File: src/rtl/mcu_sequencer.sv
`default_nettype none
// ============================================================================
// Module   : mcu_sequencer
// Purpose  : Main-control sequencer. Runs the digit/minor-cycle timing chain
//            and steps the order cycle: fetch, stimulate CCUs, wait for an
//            end pulse, acknowledge, advance the sequence control tank.
// Revision : 1.0 - initial release
// ============================================================================
module mcu_sequencer #(
    parameter int DIGITS     = 36,
    parameter int NUM_CCU    = 12,
    parameter int TIMEOUT_MC = 64
) (
    input  logic               clk,
    input  logic               rst,
    input  logic               run,
    output logic               fetch_req,
    input  logic               fetch_done,
    output logic               s2,
    input  logic [NUM_CCU-1:0] ep,
    output logic               ep_done,
    input  logic               stop_one_b,
    input  logic               stop_order,
    output logic               sct_inc,
    output logic               ev_d0,
    output logic               odd_d0,
    output logic               odd_d35,
    output logic               halted,
    output logic               fault
);

    localparam int c_digit_w = (DIGITS > 1) ? $clog2(DIGITS) : 1;
    localparam int c_tmo_w   = $clog2(TIMEOUT_MC + 1);
    localparam logic [c_digit_w-1:0] c_digit_last = c_digit_w'(DIGITS - 1);
    localparam logic [c_tmo_w-1:0]   c_tmo_last   = c_tmo_w'(TIMEOUT_MC - 1);

    typedef enum logic [2:0] {
        ST_IDLE    = 3'd0,
        ST_FETCH   = 3'd1,
        ST_WAIT_F  = 3'd2,
        ST_EXEC    = 3'd3,
        ST_WAIT_EP = 3'd4,
        ST_EP_DONE = 3'd5,
        ST_ADV     = 3'd6,
        ST_HALT    = 3'd7
    } state_t;

    logic [c_digit_w-1:0] r_digit;
    logic                 r_odd;
    state_t               r_state;
    state_t               w_state_nxt;
    logic                 r_stop_latch;
    logic                 w_stop_latch_nxt;
    logic [c_tmo_w-1:0]   r_tmo_cnt;
    logic [c_tmo_w-1:0]   w_tmo_cnt_nxt;
    logic                 r_fault;
    logic                 w_fault_nxt;
    logic                 r_run_d;
    logic                 w_wrap;
    logic                 w_d0_even;

    // Free-running digit counter; the odd/even minor-cycle flag flips on each wrap.
    always_ff @(posedge clk or posedge rst) begin
        if (rst) begin
            r_digit <= '0;
            r_odd   <= 1'b0;
        end else if (r_digit == c_digit_last) begin
            r_digit <= '0;
            r_odd   <= ~r_odd;
        end else begin
            r_digit <= r_digit + c_digit_w'(1);
        end
    end

    assign w_wrap    = (r_digit == c_digit_last);
    assign w_d0_even = !r_odd && (r_digit == '0);

    // Timing pulses are masked while reset is held so nothing pulses in the reset cycle.
    assign ev_d0   = !rst && w_d0_even;
    assign odd_d0  = !rst && r_odd && (r_digit == '0);
    assign odd_d35 = !rst && r_odd && w_wrap;
    assign fault   = r_fault;

    // Order-cycle state and its bookkeeping (transfer latch, timeout count, sticky fault).
    always_ff @(posedge clk or posedge rst) begin
        if (rst) begin
            r_state      <= ST_IDLE;
            r_stop_latch <= 1'b0;
            r_tmo_cnt    <= '0;
            r_fault      <= 1'b0;
            r_run_d      <= 1'b0;
        end else begin
            r_state      <= w_state_nxt;
            r_stop_latch <= w_stop_latch_nxt;
            r_tmo_cnt    <= w_tmo_cnt_nxt;
            r_fault      <= w_fault_nxt;
            r_run_d      <= run;
        end
    end

    // Next-state and pulse outputs for the order cycle.
    always_comb begin
        w_state_nxt      = r_state;
        w_stop_latch_nxt = r_stop_latch;
        w_tmo_cnt_nxt    = r_tmo_cnt;
        w_fault_nxt      = r_fault;
        fetch_req        = 1'b0;
        s2               = 1'b0;
        ep_done          = 1'b0;
        sct_inc          = 1'b0;
        halted           = 1'b0;
        case (r_state)
            ST_IDLE: begin
                if (run) w_state_nxt = ST_FETCH;
            end
            ST_FETCH: begin
                if (w_d0_even) begin
                    fetch_req        = 1'b1;
                    // A new order starts with no pending transfer from the last one.
                    w_stop_latch_nxt = 1'b0;
                    w_state_nxt      = ST_WAIT_F;
                end
            end
            ST_WAIT_F: begin
                if (fetch_done) w_state_nxt = ST_EXEC;
            end
            ST_EXEC: begin
                if (stop_order) begin
                    w_state_nxt = ST_HALT;
                end else if (w_d0_even) begin
                    s2               = 1'b1;
                    w_stop_latch_nxt = 1'b0;
                    w_tmo_cnt_nxt    = '0;
                    w_state_nxt      = ST_WAIT_EP;
                end
            end
            ST_WAIT_EP: begin
                if (stop_one_b) w_stop_latch_nxt = 1'b1;
                // An end pulse takes priority over a timeout landing in the same cycle.
                if (|ep) begin
                    w_state_nxt = ST_EP_DONE;
                end else if (w_wrap) begin
                    if (r_tmo_cnt == c_tmo_last) begin
                        w_fault_nxt = 1'b1;
                        w_state_nxt = ST_HALT;
                    end else begin
                        w_tmo_cnt_nxt = r_tmo_cnt + c_tmo_w'(1);
                    end
                end
            end
            ST_EP_DONE: begin
                ep_done = 1'b1;
                if (stop_one_b) w_stop_latch_nxt = 1'b1;
                w_state_nxt = ST_ADV;
            end
            ST_ADV: begin
                sct_inc     = !(r_stop_latch || stop_one_b);
                w_state_nxt = run ? ST_FETCH : ST_IDLE;
            end
            ST_HALT: begin
                halted = 1'b1;
                // Only a fresh run request steps past the stopping order.
                if (run && !r_run_d) w_state_nxt = ST_ADV;
            end
            default: begin
                w_state_nxt = ST_IDLE;
            end
        endcase
    end

endmodule
`default_nettype wire
File: config.mk
export PLATFORM = sky130hd
export DESIGN_NAME = mcu_sequencer
export DESIGN_NICKNAME = d
export VERILOG_FILES = /design/src/rtl/mcu_sequencer.sv
export SDC_FILE = /design/constraint.sdc
export NUM_CORES = 1
export LEC_CHECK = 0
export BUFFER_PORTS_ARGS = -buffer_cell sky130_fd_sc_hd__buf_2
export CORE_UTILIZATION = 57
export DETAILED_ROUTE_END_ITERATION = 16
export HOLD_SLACK_MARGIN = 0.12
export PLACE_DENSITY = 0.82
export RECOVER_POWER = 25
export SLEW_MARGIN = 25
export SYNTH_ARGS = -nofsm -noshare
export SYNTH_HDL_FRONTEND = slang
export SYNTH_SLANG_ARGS = --single-unit
File: constraint.sdc
create_clock -name clk -period 3 [get_ports clk]
set_clock_uncertainty 0.15 [all_clocks]
set_input_delay 0.15 -clock clk [delete_from_list [all_inputs] [get_ports clk]]
set_output_delay 0.15 -clock clk [all_outputs]
set_load 0.005 [all_outputs]
==> results.yml <==
synth:
  synth_edf_count: 0
  yosysSeqAreaShare: 0.398
  yosysWarnings: 0
  synth_area_per_cell_um2: 9.75
  synth_fp_nets: 150
  async_reset_ff_frac: 1.00
  synthCells: 129
  ys_ff_latch: 20
  ys_types: 45
  synth_area_mm2: 0.00126
  synthFlopType: "dfrtp_1"
detailed_routing:
  wl_per_cell_um: 14.3
  vias: 1118
  drc: 0
  via_per_inst: 5.95
  antenna_left: 0
  drt_wl_total_mm: 2.70
  drt_iter0_markers: 23
  dr.pass1.iters: 4
clock_network:
  clock_latency_ps: 310
  tritoncts: "yes"
  cts.repair.resized: 0
  cts_hold_buf: 4
  cts_root_buffer: "clkbuf_4"
  cts.sinks: 20
  clkTransAtPathRegs_ps: 120
  clock_path_buffers: 2
  postCtsSetupBuffers: 0
  htree_levels: 1
  numCtsBuffers: 3
critical_path:
  worst_path_dominant_cell_family: "buffers and inverters"
  rr_startpoint: "r_digit[0]"
  critical_path.cell_chain: "inv_1 > ha_1 > nor4b_4 > nand2_2 > o21ai_0 > o21ai_0 > dlygate4sd3_1"
  path_class: "flip-flop to flip-flop"
  rrSetupSlack_ps: 860
  path_buf_inv: 2
  worst_setup_path_end_kind: "flip-flop"
  cp_max_fo: 4
  cp_slowest_cell: "dlygate4sd3_1"
  start_kind: "flip-flop"
  critPathCapture: "r_stop_latch"
  crit_top_cell: "o21ai_0"
  cpPeakStageDelay_ps: 560
  crit_arrival_ps: 2190
  crit_required_ps: 3060
  critical_path.startpoint: "r_digit[0]"
  timing.rr.end: "r_stop_latch"
  r2r_cells: 7
  crit_cells: 7
status:
  run_status: "finished, final reports clean"
floorplanning:
  dieArea_mm2: 0.00240
  io_pins: 27
  fp.dieH_um: 49.0
  rows: 16
  core_mm2: 0.00202
  die_w_um: 49.0
  initial_core_util: 0.622
cells_and_area:
  drive_gt1_frac: 0.261
  final_cell_mix: "buf_2, dfrtp_1, nand2_1"
  diodes: 0
  final_common_cell: "buf_2"
  nets: 183
  fill_cells: 148
  fin_cells: 188
  syn_to_final_growth_pct: 19.2
global_route:
  antenna_found_initial: 0
  grt_max_degree: 21
  grt.total_usage: 0.245
  grt_overflow: 0
  grt_pass1_vias: 1023
  grt_pass1_wl_mm: 4.50
power:
  switching_share: 0.347
  power_density_mw_per_mm2: 589
  clkPwrFrac: 0.250
  comb_power_share: 0.337
  seq_power_share: 0.412
  switching_power_mw: 0.306
  ir_drop_v: 0.000579
  p_leak_nw: 0.649
  internal_power_mw: 0.576
timing:
  tightest_slew_ps: 1070
  final_hold_viol_count: 0
  worst_slew_margin_rel: 0.287
  fmax_ghz: 0.467
  period_needed_ps: 2140
  drv_slew: 0
  rsz0062_at_grt: "no"
  timing.final.crit_share: 0.713
  fin_tns_setup_ps: 0
  setup_ws_ps: 861
  setup_violations: 0
place:
  gp_congestion: 0.898
  dp_hpwl_mm: 1.90
  place_inst: 180
  io_buffers: 26
  pre_cts_ws_ps: 917
worst_hold_path:
  whs_path_depth: 4
  worstHoldPathType: "input port to flip-flop"
flow_run:
  maxCapViolCount: 0
-- cell families (layout without fill, tap and decap cells) --
group,Yosys count,in the layout,synth area share
buffers and inverters,8,40,0.0279
XOR/XNOR,4,4,0.0279
AND/OR/NAND/NOR,61,61,0.311
adder cells (fa/ha/maj),3,3,0.0299
AO/OA/AOI/OAI,33,33,0.205
flip-flops,20,20,0.398
-- power by group through the flow --
stage	sequential (mW)	clock, mW	combinational, mW
global route	0.374	0.233	0.331
floorplan	0.320	0	0.288
global placement	0.367	0	0.289
CTS	0.363	0.225	0.299
detailed placement	0.369	0	0.291
finish	0.364	0.221	0.298
-- routing by layer --
metal	up-vias	part of all wire	track usage
li1	555	-	-
met2	29	0.49	0.407
met4	0	0.0089	0.0735
met5	-	0	0
met3	4	0.037	0.0374
met1	530	0.46	0.331
-- Yosys cell counts, types with 2 or more instances --
library cell | instances | area [µm²]
nor4_1 | 7 | 43.8
or3_1 | 2 | 12.5
nor3_1 | 5 | 25.0
o211ai_1 | 2 | 15.0
xor2_1 | 2 | 17.5
nand3_1 | 6 | 30.0
a22o_1 | 4 | 35.0
a21oi_1 | 3 | 15.0
nand2_1 | 10 | 37.5
dfrtp_1 | 20 | 500
and2_1 | 3 | 18.8
o31ai_1 | 4 | 30.0
nor2_1 | 6 | 22.5
o21ai_2 | 2 | 17.5
inv_1 | 5 | 18.8
xnor2_1 | 2 | 17.5
o21ai_0 | 9 | 45.0
and4_1 | 2 | 17.5
ha_1 | 3 | 37.5
nand2b_1 | 3 | 18.8
and3_1 | 5 | 31.3
-- through the flow --
stage | hold WS [ps] | instance area (µm²) | util | power [mW]
final | 141 | 1500 | 0.741 | 0.882
after detailed placement | 94.2 | 1410 | 0.699 | 0.660
after global placement | 82.8 | 1410 | 0.699 | 0.655
after global routing | 177 | 1500 | 0.741 | 0.938
after floorplan | -30.7 | 1260 | - | 0.608
after CTS | 140 | 1510 | 0.744 | 0.886
-- worst register-to-register path, stage by stage (launching register included) --
cell,delay (ps)
dfrtp_1,410
inv_1,80
ha_1,180
nor4b_4,240
nand2_2,140
o21ai_0,190
o21ai_0,100
dlygate4sd3_1,560
-- final cells by class --
| cell class | count | area [µm²] | area share |
|---|---|---|---|
| Inverter | 5 | 18.8 | 0.0125 |
| Timing Repair Buffer | 31 | 171 | 0.114 |
| Clock inverter | 1 | 30.0 | 0.0200 |
| Tap cell | 27 | 33.8 | 0.0225 |
| Clock buffer | 3 | 22.5 | 0.0150 |
| Sequential cell | 20 | 500 | 0.334 |
| Multi-Input combinational cell | 101 | 722 | 0.482 |
-- sequential cells by signal, indices dropped and copies added, names as in the netlist, named ones only --
register      count
r_stop_latch      1
r_run_d           1
fault             1
r_tmo_cnt         7
r_odd             1
r_digit           6
r_state           2
-- worst min-delay path by stage --
| stage | startpoint | end |
|---|---|---|
| 2_1_floorplan | rst | asynchronous set/reset pin |
| 3_3_place_gp | rst | r_digit[4] |
| 3_5_place_dp | rst | r_digit[4] |
| 4_1_cts | stop_order | r_state[1] |
| 5_1_grt | stop_order | r_state[1] |
| 6_report | stop_order | r_state[1] |
Note: power is estimated with default switching activity, not from simulation.
